`src/rtl/alu_op_sequencer.sv`:
```
// ---------------------------------------------------------------------------
// alu_op_sequencer
//   Command-driven controller for the ALU's two's-complement arithmetic path.
//   It accepts one ADD/SUB/NEG/ABS command per valid/ready handshake. It runs
//   the command on a single shared WIDTH+1 bit adder over one or two execute
//   cycles. It then holds the result and flags until the consumer accepts them.
//
// Ports
//   clk        rising-edge clock
//   reset      synchronous, active-high reset
//   cmd_valid  command present on cmd_op/cmd_a/cmd_b
//   cmd_ready  sequencer can take a command (IDLE only, registered)
//   cmd_op     00 ADD, 01 SUB (a-b), 10 NEG (-a), 11 ABS (|a|)
//   cmd_a      operand a
//   cmd_b      operand b (ignored for NEG/ABS)
//   res_valid  result/flags valid, held until accepted
//   res_ready  consumer accepts the result
//   res        result
//   flag_c     carry out of the adder (bit WIDTH of the sum)
//   flag_v     signed overflow
//   flag_z     res == 0
//   flag_n     res sign bit
//   busy       high in any state other than IDLE
// ---------------------------------------------------------------------------
module alu_op_sequencer #(
    parameter int WIDTH = 8
) (
    input  logic             clk,
    input  logic             reset,
    input  logic             cmd_valid,
    output logic             cmd_ready,
    input  logic [1:0]       cmd_op,
    input  logic [WIDTH-1:0] cmd_a,
    input  logic [WIDTH-1:0] cmd_b,
    output logic             res_valid,
    input  logic             res_ready,
    output logic [WIDTH-1:0] res,
    output logic             flag_c,
    output logic             flag_v,
    output logic             flag_z,
    output logic             flag_n,
    output logic             busy
);

    typedef enum logic [1:0] {
        S_IDLE  = 2'd0,
        S_EXEC  = 2'd1,
        S_EXEC2 = 2'd2,
        S_DONE  = 2'd3
    } state_t;

    localparam logic [1:0] OP_ADD = 2'b00;
    localparam logic [1:0] OP_SUB = 2'b01;
    localparam logic [1:0] OP_NEG = 2'b10;
    localparam logic [1:0] OP_ABS = 2'b11;

    localparam logic [WIDTH-1:0] MIN_NEG = {1'b1, {(WIDTH-1){1'b0}}};

    state_t           state;
    logic [1:0]       op_q;
    logic [WIDTH-1:0] a_q;
    logic [WIDTH-1:0] b_q;

    logic [WIDTH:0]   add_x;
    logic [WIDTH:0]   add_y;
    logic             add_cin;
    logic [WIDTH:0]   sum;
    logic             ovf;

    // Shared adder operand selection. NEG and the negative half of ABS both
    // form ~a + 1, so the adder setup depends only on the latched opcode.
    // Overflow for NEG/ABS only happens when negating the most negative value.
    always_comb begin
        add_x   = {1'b0, a_q};
        add_y   = {1'b0, b_q};
        add_cin = 1'b0;
        unique case (op_q)
            OP_ADD: begin
                add_x   = {1'b0, a_q};
                add_y   = {1'b0, b_q};
                add_cin = 1'b0;
            end
            OP_SUB: begin
                add_x   = {1'b0, a_q};
                add_y   = {1'b0, ~b_q};
                add_cin = 1'b1;
            end
            default: begin
                add_x   = {1'b0, ~a_q};
                add_y   = '0;
                add_cin = 1'b1;
            end
        endcase
        sum = add_x + add_y + {{WIDTH{1'b0}}, add_cin};

        ovf = 1'b0;
        unique case (op_q)
            OP_ADD:  ovf = (a_q[WIDTH-1] == b_q[WIDTH-1]) && (sum[WIDTH-1] != a_q[WIDTH-1]);
            OP_SUB:  ovf = (a_q[WIDTH-1] != b_q[WIDTH-1]) && (sum[WIDTH-1] != a_q[WIDTH-1]);
            default: ovf = (a_q == MIN_NEG);
        endcase
    end

    // Sequencer FSM with registered handshake outputs and result/flag
    // registers. cmd_ready is registered, so it comes up one cycle after
    // reset is released. The result keeps its value after acceptance
    // until the next command completes.
    always_ff @(posedge clk) begin
        if (reset) begin
            state     <= S_IDLE;
            cmd_ready <= 1'b0;
            busy      <= 1'b0;
            res_valid <= 1'b0;
            res       <= '0;
            flag_c    <= 1'b0;
            flag_v    <= 1'b0;
            flag_z    <= 1'b0;
            flag_n    <= 1'b0;
            op_q      <= OP_ADD;
            a_q       <= '0;
            b_q       <= '0;
        end else begin
            unique case (state)
                S_IDLE: begin
                    if (cmd_valid && cmd_ready) begin
                        op_q      <= cmd_op;
                        a_q       <= cmd_a;
                        b_q       <= cmd_b;
                        state     <= S_EXEC;
                        cmd_ready <= 1'b0;
                        busy      <= 1'b1;
                    end else begin
                        cmd_ready <= 1'b1;
                    end
                end
                S_EXEC: begin
                    if (op_q == OP_ABS && !a_q[WIDTH-1]) begin
                        // Non-negative ABS passes a through unchanged.
                        res       <= a_q;
                        flag_c    <= 1'b0;
                        flag_v    <= 1'b0;
                        flag_z    <= (a_q == '0);
                        flag_n    <= 1'b0;
                        state     <= S_DONE;
                        res_valid <= 1'b1;
                    end else if (op_q == OP_ABS) begin
                        state <= S_EXEC2;
                    end else begin
                        res       <= sum[WIDTH-1:0];
                        flag_c    <= sum[WIDTH];
                        flag_v    <= ovf;
                        flag_z    <= (sum[WIDTH-1:0] == '0);
                        flag_n    <= sum[WIDTH-1];
                        state     <= S_DONE;
                        res_valid <= 1'b1;
                    end
                end
                S_EXEC2: begin
                    res       <= sum[WIDTH-1:0];
                    flag_c    <= sum[WIDTH];
                    flag_v    <= ovf;
                    flag_z    <= (sum[WIDTH-1:0] == '0);
                    flag_n    <= sum[WIDTH-1];
                    state     <= S_DONE;
                    res_valid <= 1'b1;
                end
                S_DONE: begin
                    if (res_ready) begin
                        state     <= S_IDLE;
                        res_valid <= 1'b0;
                        cmd_ready <= 1'b1;
                        busy      <= 1'b0;
                    end
                end
                default: begin
                    state     <= S_IDLE;
                    res_valid <= 1'b0;
                    cmd_ready <= 1'b0;
                    busy      <= 1'b0;
                end
            endcase
        end
    end

endmodule
```
`config.mk`:
```
export PLATFORM = sky130hd
export DESIGN_NAME = alu_op_sequencer
export DESIGN_NICKNAME = d
export VERILOG_FILES = /design/src/rtl/alu_op_sequencer.sv
export SDC_FILE = /design/constraint.sdc
export NUM_CORES = 1
export LEC_CHECK = 0
export CAP_MARGIN = 10
export CORE_ASPECT_RATIO = 1.25
export CORE_MARGIN = 2
export CORE_UTILIZATION = 50
export CTS_CLUSTER_DIAMETER = 30
export DETAILED_ROUTE_END_ITERATION = 6
export PLACE_DENSITY = 0.86
export REMOVE_ABC_BUFFERS = 1
export SETUP_SLACK_MARGIN = 0.3
export SLEW_MARGIN = 5
export SYNTH_ARGS = -nofsm -noshare
export SYNTH_HDL_FRONTEND = slang
export SYNTH_SLANG_ARGS = --single-unit
```
`constraint.sdc`:
```
create_clock -name clk -period 4.15 [get_ports clk]
set_clock_uncertainty 0.15 [all_clocks]
set_input_delay 0.415 -clock clk [delete_from_list [all_inputs] [get_ports clk]]
set_output_delay 0.415 -clock clk [all_outputs]
set_load 0.01 [all_outputs]
```
* Word level (Yosys, flattened, before mapping)
Cells that the tools add are included.
** Storage, ports and cells
- Register bits after elaboration :: 35
- Latch bits :: 0
- RAM bits :: 0
- ROM bits :: 0
- Input bits :: 22
- Output and inout bits :: 15
- Logic and storage cells :: 80
- Memories kept :: 0
** Operators by class
- Add/sub/neg operators :: 2
- $mul :: 0
- Divide/modulo/power cells :: 0
- Order comparisons :: 0
- Equality and inequality tests :: 12
- Shift operators :: 0
- Mux-type cells :: 33
- Bitwise gates (word level) :: 2
- Reductions and logical operators :: 19
** Operators with widths (number)
- case mux 8 bit (2 select lines) :: 2
- 2-to-1 mux 8 bit :: 3
- 2-to-1 mux 1 bit :: 17
- zero test 8 bit :: 2
- NOT 8 bit :: 2
- case mux 1 bit (2 select lines) :: 7
- adder 9 x 1 -> 9 bit :: 1
- adder 9 bit :: 1
- equality test 8 bit (second input constant) :: 1
- case mux 2 bit (4 select lines) :: 1
- AND reduction 2 bit :: 4
- equality test 2 bit (second input constant) :: 3
- AND reduction 3 bit :: 2
- equality test 2 x 1 -> 1 bit (second input constant) :: 2
- logical AND 1 bit :: 4
- zero test 2 bit :: 2
- 2-to-1 mux 2 bit :: 2
- != test 2 bit (second input constant) :: 2
- nonzero test 2 bit :: 2
- != test 3 bit (second input constant) :: 1
- case mux 1 bit (3 select lines) :: 1
- nonzero test 3 bit :: 1
- != test 1 bit :: 2
- OR reduction 2 bit :: 1
- 2 further kinds :: 2

* Depth between registers and ports, before layout
Gate-level depths: netlist of run 1.
- Depth after elaboration :: 11
- Mapped depth :: 13
- Gate-level depth less buffers :: 11

* Worst setup path after synthesis of run 1
Ideal clock, no wire load.
- Path kind :: register to register
- Start point :: register op_q[1]
- End point :: register flag_z
- Setup time :: 71 ps
- Arrival time :: 3079 ps
- Data required time :: 3929 ps
- Path slack :: 850 ps
- Cell stages (with the launch flop) :: 14
- Path buffers :: 3
- Period minus slack after synthesis :: 3300 ps
- Cell sequence :: dfxtp_1 buf_6 clkbuf_1 clkbuf_1 nor2_1 ha_1 o21ai_2 nor2b_1 fa_1 nand2b_1 a21o_1 a21o_1 a2111oi_0 o2bb2ai_1
** On the way
- Cells in the longest elaborated chain, start to end :: 9
- Elaborated cells between the ends (all ways) :: 16
- Those cells by class :: 2 x add/sub; 3 x eq/ne; 6 x mux; 5 x reduce/logical
** RTL lines
- from (decl) :: RTL line 60 : logic [1:0] op_q;
- from (signal assigned) :: RTL line 126 : op_q <= cmd_op;
- equality test 2 x 1 -> 1 bit / zero test 2 bit (equally long branches) :: RTL line 77 : unique case (op_q)
- OR reduction 2 bit (no line)
- 2-to-1 mux 8 bit :: RTL line 77
- adder 9 bit :: RTL line 94 : sum = add_x + add_y + {{WIDTH{1'b0}}, add_cin};
- adder 9 x 1 -> 9 bit :: RTL line 94
- zero test 8 bit :: RTL line 152, 162
- 2-to-1 mux 1 bit :: RTL line 146 : end else if (op_q == OP_ABS) begin
- 2-to-1 mux 1 bit :: RTL line 137 : if (op_q == OP_ABS && !a_q[WIDTH-1]) begin
- case mux 1 bit (2 select lines) :: RTL line 123 : unique case (state)
- to (signal assigned) :: RTL line 142 : flag_z <= (a_q == '0);
- to (signal assigned) :: RTL line 152 : flag_z <= (sum[WIDTH-1:0] == '0);
- to (signal assigned) :: RTL line 162 : flag_z <= (sum[WIDTH-1:0] == '0);
- to (decl) :: RTL line 40 : output logic flag_z,
Parallel ways exist; a longest one is shown, timed or not. The select of a mux whose other input is x is not followed.
A chain may end at the register's enable or synchronous reset.

* Worst setup path after layout of run 1
- Start point :: register op_q[1]
- End point :: register flag_v
** On the way
- Cells in the longest elaborated chain, start to end :: 11
- Elaborated cells between the ends (all ways) :: 19
- Those cells by class :: 2 x add/sub; 4 x eq/ne; 7 x mux; 6 x reduce/logical
** RTL lines
- equality test 2 x 1 -> 1 bit / zero test 2 bit (equally long branches) :: RTL line 77, 97
- OR reduction 2 bit (no line)
- 2-to-1 mux 8 bit :: RTL line 77
- adder 9 bit :: RTL line 94
- adder 9 x 1 -> 9 bit :: RTL line 94
- != test 1 bit :: RTL line 98, 99
- logical AND 1 bit (on tied branches) :: RTL line 99, 98
- case mux 1 bit (2 select lines) :: RTL line 97 : unique case (op_q)
- 2-to-1 mux 1 bit :: RTL line 146
- 2-to-1 mux 1 bit :: RTL line 137
- case mux 1 bit (2 select lines) :: RTL line 123
- to (signal assigned) :: RTL line 151 : flag_v <= ovf;
- to (signal assigned) :: RTL line 161 : flag_v <= ovf;
- to (decl) :: RTL line 39 : output logic flag_v,
Parallel ways exist; a longest one is shown, timed or not. The select of a mux whose other input is x is not followed.

==> flow_summary.ini, run 1 <==
[status]
outcome = finished clean

[global_route]
met1_usage_pct = 25.5
grt_pass1_wl_microns = 8290
grt_max_degree = 27
grt_use_total_pct = 21.7
antenna_found_initial = 0
grt_use_met3_pct = 3.96
busiest_layer = met2
grt_overflow = 0
met2_usage_pct = 37.6
grt_pass1_vias = 1855

[sta]
hold_viol = 0
fmax_mhz = 349
setup_viol = 0
setup_tns_ps = 0
min_period_over_period_pct = 69.0
rsz0062_at_grt = no
slew_headroom_pct = 50.7
tightest_slew_ps = 731
layout_min_cycle_time_ps = 2860
drv_slew = 0

[routing]
drc = 0
vias = 2007
ant_nets = 0
wl_per_cell_microns = 13.4
drt-total-wl_microns = 4880
detail_route.vias_per_cell = 5.50
drtPass1Iterations = 4
drt_iter0_drc = 92

[cells_and_area]
area_growth_pct = 23.3
final_core_utilization_pct = 63.9
layout-drive-gt1-share_pct = 5.83
fin_cells = 365
final_nets = 343
num_antenna_cells = 0

[clocking]
clock_latency_ps = 290
postCtsHoldBufs = 0
cts.clk_slew.worst_paths_ps = 70
cts_tree = yes
cts_resized = 0
cts_setup_buffers = 0
numCtsBuffers = 5
clock_path_buffers = 2
cts_sinks = 35
cts.htree.levels = 2
root_buffer = clkbuf_8

[synth]
synth.top_cell.area_share_pct = 33.0
syn_area_sq_um = 2120
synth-edff-count = 0
netlist_top_cells_count = 50 x nand2_1, 35 x dfxtp_1, 32 x nor2_1, 30 x a21oi_1
synthFlopType = dfxtp_1
synthCells = 277
yosysTopAreaCell = dfxtp_1
synthMostInstantiatedCell = nand2_1
yosysUniqueCellTypes = 45
ys_top_cells_by_area = dfxtp_1 33%, nand2_1 8.8%, a21oi_1 7.1%
seq_area_frac_synth_pct = 33.0
synth_warnings = 0
syn_area_per_cell_sq_um = 7.67
ys_seq_elements = 35
async_flop_share_pct = 0

[critical_path]
crit_slowest_cell = or4_1
required_ps = 4210
cp_slowest_stage_delay_ps = 520
crit_chain = buf_4 -> xor2_1 -> ha_1 -> o21ai_1 -> nor3_1 -> a221o_1 -> or4_1 -> o211ai_1
crit_fanout = 20
arrival_ps = 2930
start_kind = flop
rrSetupSlack_ps = 1290
end_kind = flop
worstSetupPathType = reg -> reg

[floorplanning]
die_w_microns = 62.3
core_sq_um = 4100
die_area_sq_um = 4790
die_h_microns = 76.9
start_util_pct = 51.8
ioPinCount = 37
placementRows = 26

[flow_run]
maxCapViolations = 0

[worst_hold_path]
hold_path_class = reg -> reg

[place]
io_buffers = 36
gp_congestion = 0.928
dp_hpwl_microns = 3660
place_inst = 357

[pwr]
p_per_area_nw_per_um2 = 665
ir_drop_uv = 330
p_leak_nw = 1.01
design_power_total_mw = 1.74
## path summary, 6_finish.rpt
kind,start,to,cells past startpoint
max,op_q[1]$_SDFFE_PP0P_,flag_v$_SDFFE_PP0P_,8
min,flag_n$_SDFFE_PP0P_,flag_n$_SDFFE_PP0P_,2
max reg2reg,op_q[1]$_SDFFE_PP0P_,flag_v$_SDFFE_PP0P_,8
min reg2reg,flag_n$_SDFFE_PP0P_,flag_n$_SDFFE_PP0P_,2
## report_power, final
part	switching, mW	leakage (nW)	internal [mW]	total (mW)
combinational	0.528	0.671	0.421	0.949
sequential	0.0739	0.286	0.439	0.513
clock	0.127	0.0505	0.151	0.278
total	0.729	1.01	1.01	1.74
## per-stage QoR
step                cell area (sq um)  worst slack [ps]  hold slack [ps]
floorplan                        2050              1060              292
global placement                 2510              1420              294
detailed placement               2510              1340              299
CTS                              2620              1310              309
global route                     2620              1060              334
finish                           2620              1290              305
## routing by layer
layer / part of all wire, % / up-vias
met5: 0 / -
met4: 2.7 / 0
met3: 3.8 / 10
met2: 50 / 56
met1: 44 / 917
li1: - / 1024
## kinds of logic (layout without fill, tap and decap cells)
| family | count (synthesis) | after routing | synth area share [%] |
|---|---|---|---|
| fa+ha+maj | 13 | 13 | 8.01 |
| buf+inv | 23 | 55 | 4.53 |
| simple gates | 113 | 113 | 23.5 |
| flops | 35 | 35 | 33.0 |
| mux | 2 | 2 | 1.00 |
| xor+xnor | 20 | 20 | 8.24 |
| compound gates | 71 | 71 | 21.7 |
## worst max-delay path: cells and delay by family, from the launching register on
kind	cells	cell delay, ps
AO/OA/AOI/OAI	3	770
AND/OR/NAND/NOR	2	610
flip-flops	1	460
adder cells (fa/ha/maj)	1	320
buffers and inverters	1	290
XOR/XNOR	1	180
## registers in the layout (all words and copies together) (netlist names), 2 cells and up
register,cells
b_q,8
op_q,2
res,8
state,2
a_q,8
## cell usage in the layout (no fill, tap or decap), drive strengths merged, types with 3 or more instances in the layout
cell type      instances
o211ai                 5
a211oi                 7
inv                    7
nor3                   8
and3                   3
nor2b                  3
xor2                  10
a21oi                 30
o21ai                 11
xnor2                 10
nor2                  32
nand3                  5
clkdlybuf4s50         36
ha                    12
nand2                 50
a311oi                 3
dfxtp                 35
a21o                   3
a2111oi                3
clkbuf                 7
buf                    4
## area by class of cell
type,count,area [sq um]
fillers,376,1480
clock inverters,1,7.51
clock buffers,7,96.3
inverters,7,26.3
multi-input cells,219,1330
well taps,56,70.1
flip-flops and latches,35,701
repair buffers,40,390
Power figures use the tool's default switching activity.
==> run 2, diff against run 1 <==
- CORE_UTILIZATION: 50 -> 48
- clock period: 4.15 -> 2.4 ns (I/O delays scaled with it)
==> flow_summary.ini, run 2 (synthesis results as in run 1) <==
[routing]
drt_iter0_drc = 139
drt-total-wl_microns = 6470
wl_per_cell_microns = 15.8
drtPass1Iterations = 4
ant_nets = 0
drc = 0
detail_route.vias_per_cell = 5.64
vias = 2305

[place]
pre_cts_ws_ps = -342
io_buffers = 36
dp_hpwl_microns = 4240
gp_congestion = 0.898

[floorplanning]
die_area_sq_um = 4980
die_w_microns = 63.5
ioPinCount = 37
start_util_pct = 49.1
placementRows = 27
core_sq_um = 4320
die_h_microns = 78.4

[clocking]
clock_latency_ps = 290
cts_tree = yes
root_buffer = clkbuf_8
clock_path_buffers = 2
numCtsBuffers = 5
cts.clk_slew.worst_paths_ps = 80
cts.htree.levels = 2
postCtsHoldBufs = 0
cts_sinks = 35

[global_route]
antenna_found_initial = 0
grt_use_total_pct = 26.1
grt_max_degree = 20
grt_overflow = 0
grt_pass1_wl_microns = 10300
grt_pass1_vias = 2289

[pwr]
p_per_area_nw_per_um2 = 1130
design_power_total_mw = 3.56
ir_drop_uv = 703
p_leak_nw = 1.25

[cells_and_area]
final_common_cell = nand2_1
layout-drive-gt1-share_pct = 26.2
final_nets = 385
num_antenna_cells = 0
mostFrequentLayoutCells = 49 x nand2_1, 42 x buf_4, 36 x clkdlybuf4s50_1
area_growth_pct = 48.8
reg_top3 = a_q x8, b_q x8, res x8

[critical_path]
crit_cells = 11
start_kind = flop
required_ps = 2480
worstReg2RegStart = b_q[0]$_SDFFE_PP0P_
arrival_ps = 2680
path_buf_inv = 0
cp_slowest_stage_delay_ps = 340
cpLargestDelayFamily = compound AO/OA/AOI/OAI gates
worst_path_most_repeated_cell = a21o_1
crit_fanout = 2
end_kind = flop
setup.worst_path.end = flag_z$_SDFFE_PP0P_
crit_chain = xnor2_2 -> nor2_1 -> ha_1 -> o21ai_2 -> nor2b_4 -> fa_2 -> nand2b_4 -> a21o_1 -> a21o_1 -> a2111oi_2 -> o2bb2ai_1
rrSetupSlack_ps = -200
rr_endpoint = flag_z$_SDFFE_PP0P_
startpoint = b_q[0]$_SDFFE_PP0P_
crit_slowest_cell = dfxtp_2
ff2ff_path_depth = 11
worstSetupPathType = reg -> reg

[worst_hold_path]
hold_path_depth = 2
hold_path_class = reg -> reg

[sta]
min_period_over_period_pct = 108
rsz0062_at_grt = yes
hold_viol = 0
slew_headroom_pct = 72.6
setup_ws_ps = -201
layout_min_cycle_time_ps = 2600
tightest_slew_ps = 407
setup_viol = 9
fmax_mhz = 384
drv_slew = 0

[flow_run]
maxCapViolations = 0

[status]
violations = negative setup slack
outcome = finished, violations left
==> run 2: where the power goes <==
part           internal (mW)  switching (mW)  total [mW]  leakage (nW)
Combinational           1.07            1.19        2.25         0.919
Clock                  0.204           0.213       0.417        0.0422
Sequential             0.761           0.129       0.890         0.288
Total                   2.03            1.53        3.56          1.25
==> run 2: metrics by stage <==
step	instance area, sq um	hold WS (ps)	utilization [%]	cells	setup TNS, ps
after floorplan	2050	159	-	261	-3600
final	3160	307	73.1	409	-1030
after CTS	3000	307	69.4	407	-862
after global routing	3160	349	73.1	409	-1960
after global placement	2800	296	64.6	396	-1100
after detailed placement	2800	298	64.6	396	-1660
==> run 2: worst reg2reg max path, cell delays in order (launching register included) <==
cell	delay, ps
dfxtp_2	340
xnor2_2	150
nor2_1	60
ha_1	320
o21ai_2	80
nor2b_4	130
fa_2	340
nand2b_4	160
a21o_1	180
a21o_1	190
a2111oi_2	300
o2bb2ai_1	160
==> run 2: worst min-delay path by stage <==
stage	start	endpoint	slack, ps
3_3_place_gp	res[7]$_SDFFE_PP0P_	res[7]$_SDFFE_PP0P_	300
5_1_grt	res_valid$_SDFFE_PP0P_	res_valid$_SDFFE_PP0P_	350
4_1_cts	flag_n$_SDFFE_PP0P_	flag_n$_SDFFE_PP0P_	310
3_5_place_dp	flag_n$_SDFFE_PP0P_	flag_n$_SDFFE_PP0P_	300
2_1_floorplan	reset	a_q[0]$_SDFFE_PP0P_	160
6_report	flag_n$_SDFFE_PP0P_	flag_n$_SDFFE_PP0P_	310
==> run 2: layout make-up <==
| cell class | count | area (sq um) |
|---|---|---|
| flip-flops and latches | 35 | 704 |
| well taps | 58 | 72.6 |
| repair buffers | 82 | 729 |
| fillers | 329 | 1160 |
| inverters | 7 | 26.3 |
| clock buffers | 7 | 76.3 |
| multi-input cells | 219 | 1550 |
| clock inverters | 1 | 5.00 |
==> run 2: per-layer routing <==
layer / GRT usage [%] / routed length (microns)
met3: 3.87 / 304
met2: 47.4 / 3340
met1: 28.8 / 2510
met5: 0 / 0
met4: 14.6 / 312
==> run 2: what timing repair did <==
action | CTS | global route
pin swaps | 14 | 23
gates resized for setup | 23 | 27
setup buffers | 3 | 2
endpoints found under the setup margin | 11 | 11
==> run 3, diff against run 2 <==
- GPL_TIMING_DRIVEN: default -> 0
==> flow_summary.ini, run 3 (synthesis results as in run 1) <==
[global_route]
grt_use_total_pct = 24.5
grt_overflow = 0
grt_max_degree = 38
grt_pass1_wl_microns = 9560
grt_pass1_vias = 2136
antenna_found_initial = 0

[routing]
drt_iter0_drc = 132
vias = 2232
detail_route.vias_per_cell = 5.80
ant_nets = 0
drtPass1Iterations = 5
drt-total-wl_microns = 6340
wl_per_cell_microns = 16.5
drc = 0

[place]
dp_hpwl_microns = 3440
place_inst = 356
gp_congestion = 0.819
io_buffers = 36

[clocking]
clock_path_buffers = 2
cts.clk_slew.worst_paths_ps = 80
cts.htree.levels = 2
cts_sinks = 35
root_buffer = clkbuf_8
postCtsHoldBufs = 0
cts_tree = yes
numCtsBuffers = 5
clock_latency_ps = 300

[critical_path]
cpLargestDelayFamily = adder cells
start_kind = flop
end_kind = flop
required_ps = 2490
arrival_ps = 2760
rrSetupSlack_ps = -270
crit_slowest_cell = dfxtp_4
cp_slowest_stage_delay_ps = 400
crit_fanout = 3
path_buf_inv = 1
crit_chain = xnor2_2 -> nor2_1 -> ha_1 -> o21ai_2 -> nor2b_4 -> fa_2 -> buf_4 -> xnor2_4 -> nor3b_2 -> o2111ai_2 -> a2111oi_2 -> o2bb2ai_1
worstSetupPathType = reg -> reg

[floorplanning]
core_sq_um = 4320
die_h_microns = 78.4
placementRows = 27
die_w_microns = 63.5
die_area_sq_um = 4980
start_util_pct = 49.1
ioPinCount = 37

[flow_run]
maxCapViolations = 0

[status]
outcome = finished, violations left
violations = negative setup slack

[sta]
setup_viol = 10
setup_ws_ps = -269
rsz0062_at_grt = yes
slew_headroom_pct = 54.7
drv_slew = 0
hold_viol = 0
min_period_over_period_pct = 111
fmax_mhz = 375
layout_min_cycle_time_ps = 2670
tightest_slew_ps = 679

[pwr]
p_leak_nw = 1.16
design_power_total_mw = 3.62
p_per_area_nw_per_um2 = 1190
ir_drop_uv = 667

[cells_and_area]
final_nets = 361
num_antenna_cells = 0
reg_top3 = a_q x8, b_q x8, res x8
mostFrequentLayoutCells = 50 x nand2_1, 35 x clkdlybuf4s50_1, 32 x dfxtp_1
fin_cells = 385
layout-drive-gt1-share_pct = 21.1
final_common_cell = nand2_1
area_growth_pct = 42.6

[worst_hold_path]
hold_path_class = reg -> reg
run 3: changes by cell type in the layout (fill, tap and decap cells not counted), sizes merged:
cell and delta:
clkdlybuf4s50 -1, buf -24, bufinv +1, clkbuf -1
clkinv +1
run 3: cell type report:
class                      count  area [sq um]
timing repair buffer          58           549
sequential                    35           709
clock inverter                 3          43.8
clock buffer                   5          68.8
tap                           58          72.6
multi-input combinational    219          1560
fill                         353          1290
inverter                       7          26.3
run 3: worst min-delay path: cells and delay by family (launching register included):
family | cells | cell delay, ps
flip-flops | 1 | 320
AND/OR/NAND/NOR | 1 | 50
AO/OA/AOI/OAI | 1 | 50
run 3: what timing repair did:
item / 4_1_cts / 5_1_grt
cloned: 0 / 1
setup endpoints to repair: 12 / 22
pin swaps: 23 / 22
gates resized for setup: 25 / 28
setup buffers: 16 / 4
run 3: per-layer routing:
metal / vias up / wire length [microns] / GRT usage [%]
li1: 1059 / - / -
met1: 1049 / 2380 / 26.5
met2: 98 / 3390 / 43.9
met3: 26 / 337 / 4.87
met4: 0 / 235 / 14.1
met5: - / 0 / 0
run 3: path summary, 6_finish.rpt:
path | start | to | cells after the start
max | op_q[0]$_SDFFE_PP0P_ | flag_z$_SDFFE_PP0P_ | 12
min | res[7]$_SDFFE_PP0P_ | res[7]$_SDFFE_PP0P_ | 2
max reg2reg | op_q[0]$_SDFFE_PP0P_ | flag_z$_SDFFE_PP0P_ | 12
min reg2reg | res[7]$_SDFFE_PP0P_ | res[7]$_SDFFE_PP0P_ | 2
run 3: power breakdown:
group | internal (mW) | total [mW] | switching (mW)
Combinational | 1.01 | 2.15 | 1.14
Clock | 0.310 | 0.557 | 0.247
Sequential | 0.761 | 0.910 | 0.149
Total | 2.08 | 3.62 | 1.54
run 3: metrics by stage:
| stage | util (%) | hold slack, ps | setup TNS, ps | cell area, sq um | setup slack [ps] |
|---|---|---|---|---|---|
| after detailed placement | 57.7 | 298 | -7830 | 2490 | -1050 |
| after global placement | 57.5 | 293 | -7160 | 2490 | -1020 |
| after global routing | 70.1 | 339 | -2690 | 3030 | -359 |
| after floorplan | - | 159 | -3600 | 2050 | -692 |
| final | 70.1 | 311 | -1670 | 3030 | -269 |
| after CTS | 65.2 | 309 | -1030 | 2820 | -243 |
